## src/rtl/lfsr_pkg.sv

```systemverilog
// Shared types and defaults for the LFSR BIST controller.
// Controller states, the default LFSR width and the default Galois tap mask.
package lfsr_pkg;

  typedef enum logic [1:0] {
    ST_IDLE,
    ST_LOAD,
    ST_RUN,
    ST_DONE
  } state_e;

  localparam int LFSR_N_DEFAULT = 20;

  // x^20 + x^3 + 1 style mask: XOR into stage 2, plus the wrap into the MSB.
  localparam logic [LFSR_N_DEFAULT-1:0] LFSR_TAPS_DEFAULT = 20'h80004;

  // Fallback mask for widths other than the default: stage 2 plus the MSB.
  function automatic logic [63:0] default_taps(input int n);
    logic [63:0] m;
    m        = '0;
    m[2]     = 1'b1;
    m[n-1]   = 1'b1;
    return m;
  endfunction

endpackage

```

## src/rtl/lfsr_core.sv

```systemverilog
// Galois LFSR register with a serial-load path (feedback bypassed) and a
// single-step path; load has priority over step.
module lfsr_core
  import lfsr_pkg::*;
#(
  parameter int            N    = LFSR_N_DEFAULT,
  parameter logic [N-1:0]  TAPS = N'(LFSR_TAPS_DEFAULT)
) (
  input  logic         clk,
  input  logic         r,
  input  logic         load,
  input  logic         step,
  input  logic         sin,
  output logic [N-1:0] q
);

  logic [N-1:0] q_q;
  logic [N-1:0] q_d;
  logic [N-1:0] step_val;

  assign step_val[0] = q_q[N-1];

  generate
    for (genvar gi = 1; gi < N; gi++) begin : g_step
      assign step_val[gi] = q_q[gi-1] ^ (TAPS[gi] & q_q[N-1]);
    end
  endgenerate

  always_comb begin
    q_d = q_q;
    if (load) begin
      q_d = {q_q[N-2:0], sin};
    end else if (step) begin
      q_d = step_val;
    end
  end

  always_ff @(posedge clk or posedge r) begin
    if (r) begin
      q_q <= '0;
    end else begin
      q_q <= q_d;
    end
  end

  assign q = q_q;

endmodule

```

## src/rtl/lfsr_bist_ctrl.sv

```systemverilog
// LFSR pattern-generator BIST controller: serial seed load, handshaked run, done.
// Optional macro LFSR_ZERO_GUARD_EN rejects all-zero seeds with a seed_err pulse.
module lfsr_bist_ctrl
  import lfsr_pkg::*;
#(
  parameter int           N     = LFSR_N_DEFAULT,
  parameter int           CNT_W = 16,
  parameter logic [N-1:0] TAPS  = (N == LFSR_N_DEFAULT) ? N'(LFSR_TAPS_DEFAULT)
                                                        : N'(default_taps(N))
) (
  input  logic             clk,
  input  logic             r,
  input  logic             start,
  input  logic             abort,
  input  logic [N-1:0]     seed,
  input  logic [CNT_W-1:0] count,
  output logic [N-1:0]     pat_data,
  output logic             pat_valid,
  input  logic             pat_ready,
  output logic             busy,
  output logic             done,
  output logic             seed_err
);

  localparam int LCW = $clog2(N);

  state_e           state_q, state_d;
  logic [CNT_W-1:0] remaining_q, remaining_d;
  logic [LCW-1:0]   load_cnt_q, load_cnt_d;
  logic [N-1:0]     seed_sh_q, seed_sh_d;
  logic             accept;
  logic             core_load;
  logic             core_step;
`ifdef LFSR_ZERO_GUARD_EN
  logic             seed_err_q, seed_err_d;
`endif

  always_comb begin
    state_d     = state_q;
    remaining_d = remaining_q;
    load_cnt_d  = load_cnt_q;
    seed_sh_d   = seed_sh_q;
    accept      = 1'b0;
    core_load   = 1'b0;
    core_step   = 1'b0;
`ifdef LFSR_ZERO_GUARD_EN
    seed_err_d  = 1'b0;
`endif

    case (state_q)
      ST_IDLE: begin
        if (start && !abort) begin
`ifdef LFSR_ZERO_GUARD_EN
          if (seed == '0) begin
            seed_err_d = 1'b1;
          end else begin
            accept = 1'b1;
          end
`else
          accept = 1'b1;
`endif
        end
        if (accept) begin
          seed_sh_d   = seed;
          remaining_d = count;
          load_cnt_d  = '0;
          state_d     = (count == '0) ? ST_DONE : ST_LOAD;
        end
      end
      ST_LOAD: begin
        // MSB of the captured seed goes in first so it ends up in stage N-1.
        core_load  = 1'b1;
        seed_sh_d  = {seed_sh_q[N-2:0], 1'b0};
        load_cnt_d = load_cnt_q + LCW'(1);
        if (load_cnt_q == LCW'(N - 1)) begin
          state_d = ST_RUN;
        end
      end
      ST_RUN: begin
        if (pat_ready) begin
          core_step   = 1'b1;
          remaining_d = remaining_q - CNT_W'(1);
          if (remaining_q == CNT_W'(1)) begin
            state_d = ST_DONE;
          end
        end
      end
      ST_DONE: begin
        state_d = ST_IDLE;
      end
      default: begin
        state_d = ST_IDLE;
      end
    endcase

    // Abort overrides any in-flight load or handshake.
    if (abort && state_q != ST_IDLE) begin
      state_d     = ST_IDLE;
      remaining_d = '0;
      core_load   = 1'b0;
      core_step   = 1'b0;
    end
  end

  always_ff @(posedge clk or posedge r) begin
    if (r) begin
      state_q     <= ST_IDLE;
      remaining_q <= '0;
      load_cnt_q  <= '0;
      seed_sh_q   <= '0;
    end else begin
      state_q     <= state_d;
      remaining_q <= remaining_d;
      load_cnt_q  <= load_cnt_d;
      seed_sh_q   <= seed_sh_d;
    end
  end

`ifdef LFSR_ZERO_GUARD_EN
  always_ff @(posedge clk or posedge r) begin
    if (r) begin
      seed_err_q <= 1'b0;
    end else begin
      seed_err_q <= seed_err_d;
    end
  end
  assign seed_err = seed_err_q;
`else
  assign seed_err = 1'b0;
`endif

  lfsr_core #(
    .N    (N),
    .TAPS (TAPS)
  ) u_core (
    .clk  (clk),
    .r    (r),
    .load (core_load),
    .step (core_step),
    .sin  (seed_sh_q[N-1]),
    .q    (pat_data)
  );

  assign pat_valid = (state_q == ST_RUN);
  assign busy      = (state_q == ST_LOAD) || (state_q == ST_RUN);
  assign done      = (state_q == ST_DONE);

endmodule

```

## config.mk

```make
export PLATFORM = sky130hd
export DESIGN_NAME = lfsr_bist_ctrl
export DESIGN_NICKNAME = d
export VERILOG_FILES = /design/src/rtl/lfsr_pkg.sv /design/src/rtl/lfsr_core.sv /design/src/rtl/lfsr_bist_ctrl.sv
export SDC_FILE = /design/constraint.sdc
export NUM_CORES = 1
export LEC_CHECK = 0
export CORE_MARGIN = 5
export CORE_UTILIZATION = 40
export DETAILED_ROUTE_END_ITERATION = 8
export DONT_BUFFER_PORTS = 1
export PLACE_DENSITY = 0.52
export SYNTH_ARGS = -nofsm -noshare
export SYNTH_HDL_FRONTEND = slang
export SYNTH_HIERARCHICAL = 1
export SYNTH_SLANG_ARGS = --single-unit
```

## constraint.sdc

```tcl
create_clock -name clk -period 2.4 [get_ports clk]
set_clock_uncertainty 0.05 [all_clocks]
set_input_delay 0.36 -clock clk [delete_from_list [all_inputs] [get_ports clk]]
set_output_delay 0.36 -clock clk [all_outputs]
set_load 0.05 [all_outputs]
```

Word level (Yosys, flattened, before mapping)

Cells that the tools add are included.

Flip-flop bits (word level): 63
Bits of input ports: 41
Logic and storage cells: 56

Add/subtract/negate cells: 2
Eq/ne operators: 10
Multiplexer cells: 24
Bitwise operators: 2
Reductions and logical operators: 13

Operators with widths:

| operator              | count |
|---|---|
| $mux 20               | 3 |
| $mux 16               | 3 |
| $pmux 20 s2           | 1 |
| $pmux 16 s2           | 1 |
| $eq 16x1->1 const B   | 1 |
| $logic_not 16->1      | 1 |
| $sub 16x1->16 const B | 1 |
| $mux 2                | 6 |
| $pmux 5 s2            | 1 |
| $pmux 2 s4            | 1 |
| $mux 1                | 7 |
| $ne 3x1->1 const B    | 2 |
| $ne 3x3->1 const B    | 2 |
| $reduce_bool 2->1     | 3 |
| $add 5x1->5 const B   | 1 |
| $eq 5x5->1 const B    | 1 |
| $mux 5                | 1 |
| $eq 2x2->1 const B    | 2 |
| $reduce_and 4->1      | 1 |
| $reduce_and 3->1      | 1 |
| $reduce_bool 3->1     | 1 |
| $eq 2x1->1 const B    | 1 |
| $logic_and 1x1->1     | 2 |
| $logic_not 2->1       | 1 |
| other kinds (5)       | 6 |

Depth between registers and ports, before layout

Gate-level depths: netlist of run 1.

Word-level depth: 7
Gate-level depth with buffers: 9
Depth with buffers taken out: 7

Hierarchy

The synthesis of run 1 kept the hierarchy.

By module, submodules not included:

| module         | instances | cells an instance | area an instance (um2) | seq. area each (um2) |
|---|---|---|---|---|
| lfsr_bist_ctrl | 1         | 273               | 2,476.1                | 1,076.0 |
| lfsr_core      | 1         | 69                | 959.7                  | 500.5 |

Worst setup path after synthesis of run 1

No wires, ideal clock.

Path type: register to register
From: register state_q[0]
To: register u_core.q_q[10] (netlist: u_core/q[10])
Library setup time: 125 ps
Data arrival time: 2,483 ps
Path slack: -258 ps
Stages on the path, launching flop included: 9
Period minus slack after synthesis: 2,658 ps
Path through: dfrtp_1 inv_1 ha_1 clkbuf_1 buf_1 and3_1 nor2_4 buf_12 mux2_4

Longest elaborated chain between the ends: 4
Elaborated cells on any way between the ends: 10

Ends and longest elaborated chain:

| what                        | RTL line              | source |
|---|---|---|
| start: declaration          | lfsr_bist_ctrl.sv:27  | `state_e state_q, state_d;` |
| start signal: assignment    | lfsr_bist_ctrl.sv:112 | `state_q <= state_d;` |
| $eq 2x2->1                  | --                    |  |
| net pat_valid               | lfsr_bist_ctrl.sv:18  | `output logic pat_valid,` |
| $mux 1                      | lfsr_bist_ctrl.sv:50  | `case (state_q)` |
| $mux 1                      | lfsr_bist_ctrl.sv:97  | `if (abort && state_q != ST_IDLE) begin` |
| net core_step               | lfsr_bist_ctrl.sv:33  | `logic core_step;` |
| $reduce_bool 2->1 (no line) | --                    |  |
| end signal: assignment      | lfsr_core.sv:42       | `q_q <= q_d;` |
| end: declaration            | lfsr_core.sv:17       | `logic [N-1:0] q_q;` |

The timed path passes the listed nets, and every way through them passes these cells.
A chain may end at the register's enable or synchronous reset.

Final worst setup path of run 1

From: register remaining_q[5]
To: register state_q[1]

Longest elaborated chain between the ends: 3

Ends and longest elaborated chain:

| what                       | RTL line              | source |
|---|---|---|
| start: declaration         | lfsr_bist_ctrl.sv:28  | `logic [CNT_W-1:0] remaining_q, remaining_d;` |
| start signal: assignment   | lfsr_bist_ctrl.sv:113 | `remaining_q <= remaining_d;` |
| $eq 16x1->1                | lfsr_bist_ctrl.sv:83  | `if (remaining_q == CNT_W'(1)) begin` |
| $ne 3x1->1 (no line)       | --                    |  |
| $reduce_and 4->1 (no line) | --                    |  |

No other way between the ends.

==> results.py, run 1 <==
metrics = {
    "pwr": {
        "vdd_ir_drop_max_uv": 658,
        "power_density_mw_per_mm2": 1540,
        "pwr-share-clk_pct": 18.1,
        "switching_share_pct": 43.2,
        "seqPwrFrac_pct": 41.5,
        "netSwitchingPower_mw": 2.48,
        "combPwrFrac_pct": 40.4,
        "internal-power_mw": 3.26,
        "power.leakage_nw": 1.68,
    },
    "synth": {
        "yosysWarnings": 6,
        "synth_top_family_by_area": "simple AND/OR/NAND/NOR gates",
        "ys_async_sr_fraction_pct": 100,
        "synth.distinct_cells": 54,
        "ys.flop_type": "dfrtp_1",
        "synth-xor-area-share_pct": 1.78,
        "synthAdderAreaFrac_pct": 2.55,
        "synthSimpleGateAreaFrac_pct": 15.4,
        "synth-seq-cells": 63,
        "synth_compound_area_share_pct": 13.1,
        "synth-edff-count": 0,
        "syn_nets": 390,
        "synth_cells": 342,
        "netlist_area_mm2": 0.00344,
        "syn_area_per_cell_um2": 10.0,
        "synth_mux_area_share_pct": 13.9,
        "seq_area_frac_synth_pct": 45.9,
    },
    "status": {
        "status": "finished, final reports clean",
    },
    "worst_setup_path": {
        "path_class": "register to register",
        "r2r-end": "state_q[1]",
        "cp-startpoint": "remaining_q[5]",
        "required_ns": 2.56,
        "critPathMaxFanout": 7,
        "crit_slowest_cell": "or4_4",
        "r2r_setup_slack_ns": 0.17,
        "cp-end-kind": "register",
        "r2r_start": "remaining_q[5]",
        "r2r_cells": 4,
        "critPathCapture": "state_q[1]",
        "max_stage_delay_ns": 0.59,
        "critPathArrivalTime_ns": 2.40,
        "cp_common_cell": "or4_4",
        "critical_path.cell_chain": "or4_4 -> or4_4 -> a21oi_2 -> mux2_1",
        "startpoint_type": "register",
    },
    "placement": {
        "gp_congestion": 0.778,
        "place_hpwl_um": 5290,
        "portBuffers": 0,
    },
    "job": {
        "cap_violations": 0,
    },
    "timing": {
        "slew_headroom_pct": 39.6,
        "whs_ns": 0.120,
        "setup_viol": 0,
        "fin_crit_sh_pct": 93.1,
        "slew_viol_final": 0,
        "hold_violations": 0,
        "fin_crit_ns": 2.23,
        "worst_pin_slew_ns": 0.901,
        "rsz0062_at_grt": "false",
        "fmax_mhz": 448,
        "fin_tns_setup_ns": 0,
    },
    "grt": {
        "antenna_found_initial": 0,
        "grt_pass1_vias": 2448,
        "grtUsageTotal_pct": 14.3,
        "grt_max_degree": 30,
        "grt_overflow": 0,
        "grt_pass1_wl_um": 11800,
    },
    "floorplanning": {
        "io_pins": 65,
        "coreArea_mm2": 0.00830,
        "die_y_um": 103,
        "die_area_mm2": 0.0105,
        "fp.dieW_um": 103,
        "rows": 33,
        "initial_core_util_pct": 41.4,
    },
    "clock_network": {
        "htreeDepth": 3,
        "clk_latency_ns": 0.33,
        "clockBufferDepth": 2,
        "cts_tree": "yes",
        "hold_buffers": 1,
        "cts_resized": 0,
        "cts_buffers": 9,
        "cts_sinks": 63,
        "clk_pin_slew_ns": 0.07,
        "cts_setup_buffers": 0,
        "root_buffer": "clkbuf_8",
    },
    "route": {
        "drc_errors": 0,
        "drt_iter0_drc": 108,
        "finalWirelength_um": 7200,
        "ant_nets": 0,
        "wl_per_cell_um": 16.1,
        "vias": 2409,
        "drtPass1Iterations": 4,
        "vias_per_cell": 5.39,
    },
    "finish": {
        "nets": 385,
        "antenna_cells": 0,
        "drive_above_1_share_pct": 16.1,
        "area_growth_syn_to_layout_pct": 8.67,
    },
    "min_path": {
        "hp-class": "input port to register",
    },
}
-- worst min path at each step --
stage | startpoint | to | slack, ns | cells past startpoint
after floorplan | r | u_core/q[0] | 0.27 | 1
after detailed placement | r | state_q[0] | 0.33 | 1
after global placement | r | remaining_q[10] | 0.33 | 1
after global routing | seed[0] | seed_sh_q[0] | 0.08 | 1
after CTS | seed[0] | seed_sh_q[0] | 0.09 | 1
final | seed[0] | seed_sh_q[0] | 0.12 | 1
-- cell usage after synthesis (8+ instances only) --
master | number | area share, %
mux2_4 | 9 | 3.9
o21ai_0 | 38 | 5.5
nor4_1 | 9 | 1.6
nand2_1 | 37 | 4.0
nor2_1 | 23 | 2.5
inv_1 | 11 | 1.2
dfrtp_1 | 63 | 46
mux2i_1 | 24 | 7.0
a21oi_1 | 11 | 1.6
clkbuf_1 | 11 | 1.2
buf_4 | 18 | 3.9
mux2_2 | 8 | 2.6
-- worst max-delay path: cells and delay by family, from the launching register on --
kind / cells / cell delay (ns)
simple gates: 2 / 1.12
flops: 1 / 0.44
mux: 1 / 0.32
compound gates: 1 / 0.17
-- placed cells by master (no fill, tap or decap), types with 4 or more instances in the layout --
cell type / instances
nand2_1: 37
nor2_1: 23
o21ai_0: 38
mux2_2: 8
mux2_4: 9
a21oi_1: 11
mux2i_1: 24
xnor2_1: 4
ha_1: 6
inv_1: 10
clkbuf_8: 11
nor3b_1: 4
dfrtp_1: 63
nor4_1: 9
a22o_1: 6
buf_4: 15
-- kinds of logic after synthesis --
family | Yosys count
AOI/OAI and AO/OA | 75
xor gates and xnor gates | 7
adders and majority gates | 7
buffers and inverters | 44
DFF | 63
muxes | 42
other | 1
and+or+nand+nor | 103
-- per-stage QoR --
step           worst slack (ns)  cells  power [mW]  util (%)  cell area [um2]
2_1_floorplan            0.0164    342        4.32         -             3440
3_3_place_gp              0.199    430        4.71      42.2             3500
3_5_place_dp              0.185    430        4.75      42.2             3500
4_1_cts                   0.164    447        5.82      45.0             3730
5_1_grt                  0.0430    447        6.19      45.0             3730
6_report                  0.166    447        5.74      45.0             3730
-- flip-flops by register name, indices dropped and copies added, names as in the netlist --
register and cells:
seed_sh_q 20, u_core/q 20, remaining_q 16, load_cnt_q 5
state_q 2
-- power by group through the flow --
stage / combinational [mW] / clock, mW / sequential (mW)
3_5_place_dp: 2.34 / 0 / 2.41
2_1_floorplan: 2.44 / 0 / 1.88
4_1_cts: 2.35 / 1.08 / 2.39
6_report: 2.32 / 1.04 / 2.39
5_1_grt: 2.60 / 1.13 / 2.46
3_3_place_gp: 2.31 / 0 / 2.40
-- final cells by class --
type                       instances  area [um2]
timing repair buffer              17         143
sequential                        63        1580
inverter                          11        41.3
tap                              105         131
multi-input combinational        235        1620
clock buffer                      13         159
fill                             804        4570
clock inverter                     3        65.1
-- routing by layer --
metal / vias to the layer above / share of wire (%) / wire length, um / GRT usage [%]
met2: 60 / 45 / 3260 / 22.0
li1: 1184 / - / - / -
met5: - / 0 / 0 / 0
met1: 1158 / 47 / 3420 / 18.7
met3: 7 / 6.0 / 432 / 4.53
met4: 0 / 1.2 / 87 / 5.45
Note: power is estimated with default switching activity, not from simulation.
==> run 2: changes to the inputs <==
--- a/config.mk
+++ b/config.mk
@@ -9,7 +9,7 @@
 export CORE_UTILIZATION = 40
 export DETAILED_ROUTE_END_ITERATION = 8
 export DONT_BUFFER_PORTS = 1
-export PLACE_DENSITY = 0.52
+export PLACE_DENSITY = 0.5
 export SYNTH_ARGS = -nofsm -noshare
 export SYNTH_HDL_FRONTEND = slang
 export SYNTH_HIERARCHICAL = 1
==> constraint.sdc (replaced) <==
create_clock -name clk -period 2.7 [get_ports clk]
set_clock_uncertainty 0.05 [all_clocks]
set_input_delay 0.405 -clock clk [delete_from_list [all_inputs] [get_ports clk]]
set_output_delay 0.405 -clock clk [all_outputs]
set_load 0.05 [all_outputs]
==> run 2 against run 1 <==
Against the previous run:
- core utilization down 1.1 points
- setup slack better by 0.23 ns
- total power shrank 15%
- flip-flop and latch count is the same
- hold slack got worse by 0.11 ns
==> results.py, run 2 (synthesized netlist as in run 1, its figures left out) <==
metrics = {
    "pwr": {
        "power.leakage_nw": 1.64,
        "total_power_mw": 4.89,
        "vdd_ir_drop_max_uv": 360,
        "power_density_mw_per_mm2": 1340,
    },
    "finish": {
        "drive_above_1_share_pct": 15.1,
        "final_common_cell": "dfrtp_1",
        "most-common-layout-cells": "dfrtp_1, o21ai_0, nand2_1",
        "antenna_cells": 0,
        "nets": 381,
        "fin_util_pct": 43.9,
        "area_growth_syn_to_layout_pct": 5.94,
    },
    "clock_network": {
        "cts_setup_buffers": 0,
        "clockBufferDepth": 2,
        "cts_tree": "yes",
        "clk_pin_slew_ns": 0.08,
        "clk_latency_ns": 0.34,
        "root_buffer": "clkbuf_8",
        "cts_buffers": 9,
        "hold_buffers": 0,
        "cts_sinks": 63,
        "cts_resized": 0,
        "htreeDepth": 3,
    },
    "route": {
        "finalWirelength_um": 7370,
        "drtPass1Iterations": 4,
        "vias": 2420,
        "wl_per_cell_um": 16.7,
        "ant_nets": 0,
        "drt_iter0_drc": 75,
        "vias_per_cell": 5.48,
        "drc_errors": 0,
    },
    "worst_setup_path": {
        "r2r_start": "state_q[0]",
        "cp_common_cell": "o21ai_0",
        "required_ns": 2.82,
        "critical_path.cell_chain": "inv_1 -> ha_1 -> buf_4 -> o21ai_0 -> o21ai_0",
        "critPathCapture": "remaining_q[0]",
        "crit_slowest_cell": "o21ai_0",
        "max_stage_delay_ns": 0.85,
        "critical-path-top-delay-family": "compound AO/OA/AOI/OAI gates",
        "path_class": "register to register",
        "critPathMaxFanout": 7,
        "cp_num_buf_inv": 2,
        "cp-end-kind": "register",
        "critPathArrivalTime_ns": 2.42,
        "startpoint_type": "register",
        "r2r_cells": 5,
        "r2r-end": "remaining_q[0]",
        "r2r_setup_slack_ns": 0.40,
        "cp.depth": 5,
        "cp-startpoint": "state_q[0]",
    },
    "timing": {
        "fin_crit_ns": 2.30,
        "fmax_mhz": 435,
        "fin_crit_sh_pct": 85.2,
        "hold_violations": 0,
        "slew_viol_final": 0,
        "rsz0062_at_grt": "false",
        "slew_headroom_pct": 24.1,
        "setup_viol": 0,
        "fin_tns_setup_ns": 0,
        "worst_pin_slew_ns": 1.13,
    },
    "floorplanning": {
        "io_pins": 65,
        "coreArea_mm2": 0.00830,
        "die_y_um": 103,
        "rows": 33,
        "die_area_mm2": 0.0105,
        "fp.dieW_um": 103,
        "initial_core_util_pct": 41.4,
    },
    "status": {
        "status": "finished, final reports clean",
    },
    "grt": {
        "antenna_found_initial": 0,
        "grt_max_degree": 30,
        "grt_pass1_vias": 2445,
        "grt_overflow": 0,
        "grtUsageTotal_pct": 15.0,
        "grt_pass1_wl_um": 12200,
    },
    "placement": {
        "portBuffers": 0,
        "gp_congestion": 0.775,
        "place_hpwl_um": 5290,
    },
    "min_path": {
        "hp-class": "input port to async pin",
    },
    "job": {
        "cap_violations": 0,
    },
}
[run 2: worst register-to-register path, delay by kind of cell, from the launching register on]
kind	cells	cell delay (ns)
buffers and inverters	2	0.29
DFF	1	0.44
AOI/OAI and AO/OA	2	1.07
adders and majority gates	1	0.29
[run 2: power by group]
part	leakage, nW	total [mW]	internal (mW)	switching, mW
clock network	0.0942	0.769	0.400	0.369
registers	0.807	2.12	1.36	0.764
logic	0.738	2.00	0.920	1.08
total	1.64	4.89	2.68	2.21
[run 2: worst min path at each step]
stage	startpoint	to	slack (ns)
finish	r	u_core/q[6]	0.01
CTS	r	u_core/q[8]	0.03
global placement	r	u_core/q[6]	0.41
floorplan	r	u_core/q[0]	0.32
global route	r	u_core/q[9]	0.07
detailed placement	r	u_core/q[6]	0.40
[run 2: routing by layer]
metal	global-route usage, %	vias up	routed length (um)
met5	0	-	0
met4	6.66	0	145
met3	4.53	11	529
met2	21.4	65	3110
met1	20.8	1167	3580
li1	-	1177	-
[run 2: area by class of cell]
type	count	area, um2
Clock buffer	12	165
Multi-Input combinational cell	235	1610
Timing Repair Buffer	13	97.6
Inverter	11	41.3
Clock inverter	3	17.5
Fill cell	790	4660
Tap cell	105	131
Sequential cell	63	1580
[run 2: per-stage QoR]
step	setup slack [ns]	cells	hold WS (ns)	instance area, um2
CTS	0.389	442	0.0284	3640
global route	0.235	442	0.0748	3640
global placement	0.413	427	0.410	3460
finish	0.400	442	0.0135	3640
detailed placement	0.391	427	0.405	3460
floorplan	0.0417	342	0.319	3440
==> run 3: changes to the inputs <==
--- a/config.mk
+++ b/config.mk
@@ -6,10 +6,11 @@
 export NUM_CORES = 1
 export LEC_CHECK = 0
 export CORE_MARGIN = 5
-export CORE_UTILIZATION = 40
+export CORE_UTILIZATION = 68
+export CTS_CLUSTER_DIAMETER = 60
 export DETAILED_ROUTE_END_ITERATION = 8
 export DONT_BUFFER_PORTS = 1
-export PLACE_DENSITY = 0.5
+export PLACE_DENSITY = 0.8
 export SYNTH_ARGS = -nofsm -noshare
 export SYNTH_HDL_FRONTEND = slang
 export SYNTH_HIERARCHICAL = 1
==> run 3 against run 2 <==
Against the previous run:
- register-to-register slack about the same
- core utilization increased by 30 points
- combinational power about the same
- hold slack improved by 0.0042 ns
- sequential share of layout area increased by 0.76 points
- cell count decreased by 9.5%
- sequential power about the same
- flip-flop and latch count unchanged
- via count increased by 1.9%
- largest cell class unchanged
==> results.py, run 3 (synthesized netlist as in run 1, its figures left out) <==
metrics = {
    "route": {
        "drc_errors": 0,
        "ant_nets": 0,
        "vias_per_cell": 6.16,
        "vias": 2465,
        "drtPass1Iterations": 4,
        "wl_per_cell_um": 17.6,
        "finalWirelength_um": 7040,
        "drt_iter0_drc": 128,
    },
    "timing": {
        "hold_violations": 0,
        "whs_ns": 0.0177,
        "worst_pin_slew_ns": 1.16,
        "setup_viol": 0,
        "fin_tns_setup_ns": 0,
        "fin_crit_ns": 2.31,
        "slew_viol_final": 0,
        "fin_crit_sh_pct": 85.5,
        "rsz0062_at_grt": "false",
        "fmax_mhz": 433,
        "slew_headroom_pct": 21.9,
    },
    "clock_network": {
        "htreeDepth": 3,
        "clockBufferDepth": 2,
        "root_buffer": "clkbuf_8",
        "clk_pin_slew_ns": 0.07,
        "hold_buffers": 0,
        "cts_buffers": 9,
        "cts_sinks": 63,
        "cts_tree": "yes",
        "cts_resized": 0,
        "cts_setup_buffers": 0,
        "clk_latency_ns": 0.33,
    },
    "worst_setup_path": {
        "crit_slowest_cell": "dfrtp_1",
        "max_stage_delay_ns": 0.44,
        "critPathArrivalTime_ns": 2.47,
        "path_class": "register to register",
        "cp-end-kind": "register",
        "startpoint_type": "register",
        "required_ns": 2.86,
        "critical-path-top-delay-family": "simple AND/OR/NAND/NOR gates",
        "cp_num_buf_inv": 2,
        "critPathMaxFanout": 18,
        "critical_path.cell_chain": "inv_1 -> ha_1 -> nand2b_1 -> and2_1 -> nor2_4 -> buf_4 -> mux2_2",
    },
    "grt": {
        "use_met2_pct": 36.4,
        "grt_max_degree": 32,
        "grtUsageMet1_pct": 32.2,
        "grt_overflow": 0,
        "grtUsageTotal_pct": 23.6,
        "grt_pass1_vias": 2463,
        "grt_pass1_wl_um": 11800,
        "met3_usage_pct": 6.10,
        "antenna_found_initial": 0,
        "top_usage_layer": "met2",
    },
    "placement": {
        "gp_congestion": 0.829,
        "place_hpwl_um": 4890,
        "portBuffers": 0,
    },
    "pwr": {
        "power_density_mw_per_mm2": 1380,
        "vdd_ir_drop_max_uv": 697,
        "power.leakage_nw": 1.62,
        "total_power_mw": 4.94,
    },
    "finish": {
        "area_growth_syn_to_layout_pct": 4.12,
        "final_common_cell": "dfrtp_1",
        "nets": 377,
        "most-common-layout-cells": "dfrtp_1, o21ai_0, nand2_1",
        "fillers": 371,
        "drive_above_1_share_pct": 13.8,
        "antenna_cells": 0,
    },
    "job": {
        "cap_violations": 0,
    },
    "floorplanning": {
        "io_pins": 65,
        "fp.dieW_um": 81.1,
        "rows": 25,
        "coreArea_mm2": 0.00482,
        "initial_core_util_pct": 71.3,
        "die_area_mm2": 0.00657,
        "die_y_um": 81.1,
    },
    "min_path": {
        "hp-class": "input port to async pin",
    },
    "status": {
        "status": "finished, final reports clean",
    },
}
==> run 3: stage by stage <==
| step | instances | setup slack, ns | instance area [um2] | utilization, % |
|---|---|---|---|---|
| 6_report | 400 | 0.391 | 3580 | 74.3 |
| 5_1_grt | 400 | 0.263 | 3580 | 74.3 |
| 4_1_cts | 400 | 0.388 | 3580 | 74.3 |
| 3_5_place_dp | 385 | 0.408 | 3380 | 70.2 |
| 3_3_place_gp | 385 | 0.475 | 3380 | 70.2 |
| 2_1_floorplan | 342 | 0.0417 | 3440 | - |
==> run 3: cell type report <==
| cell class | count | area [um2] | share of cell area, % |
|---|---|---|---|
| Tap cell | 67 | 83.8 | 2.34 |
| Timing Repair Buffer | 9 | 67.6 | 1.89 |
| Sequential cell | 63 | 1580 | 44.1 |
| Multi-Input combinational cell | 235 | 1610 | 45.0 |
| Clock inverter | 3 | 42.5 | 1.19 |
| Inverter | 11 | 41.3 | 1.15 |
| Clock buffer | 12 | 155 | 4.34 |
==> run 3: routing by layer <==
layer  routed length, um  share of wire [%]
met1                3060                 44
met2                3280                 47
met3                 592                8.4
met4                 104                1.5
met5                   0                  0
==> run 3: path summary, 6_finish.rpt <==
check	startpoint	end	slack, ns	depth (start not counted)
setup / recovery	state_q[0]	u_core/q[17]	0.39	7
hold / removal	r	u_core/q[6]	0.02	1
setup reg to reg	state_q[0]	u_core/q[17]	0.39	7
hold reg to reg	seed_sh_q[9]	seed_sh_q[9]	0.43	2
max in group asynchronous	r	seed_sh_q[13]	1.82	2
min in group clk	seed[0]	seed_sh_q[0]	0.16	1
==> run 3: power breakdown <==
| group | switching (mW) | leakage (nW) | internal, mW |
|---|---|---|---|
| clock network | 0.354 | 0.0985 | 0.471 |
| logic | 1.08 | 0.718 | 0.893 |
| registers | 0.779 | 0.807 | 1.36 |
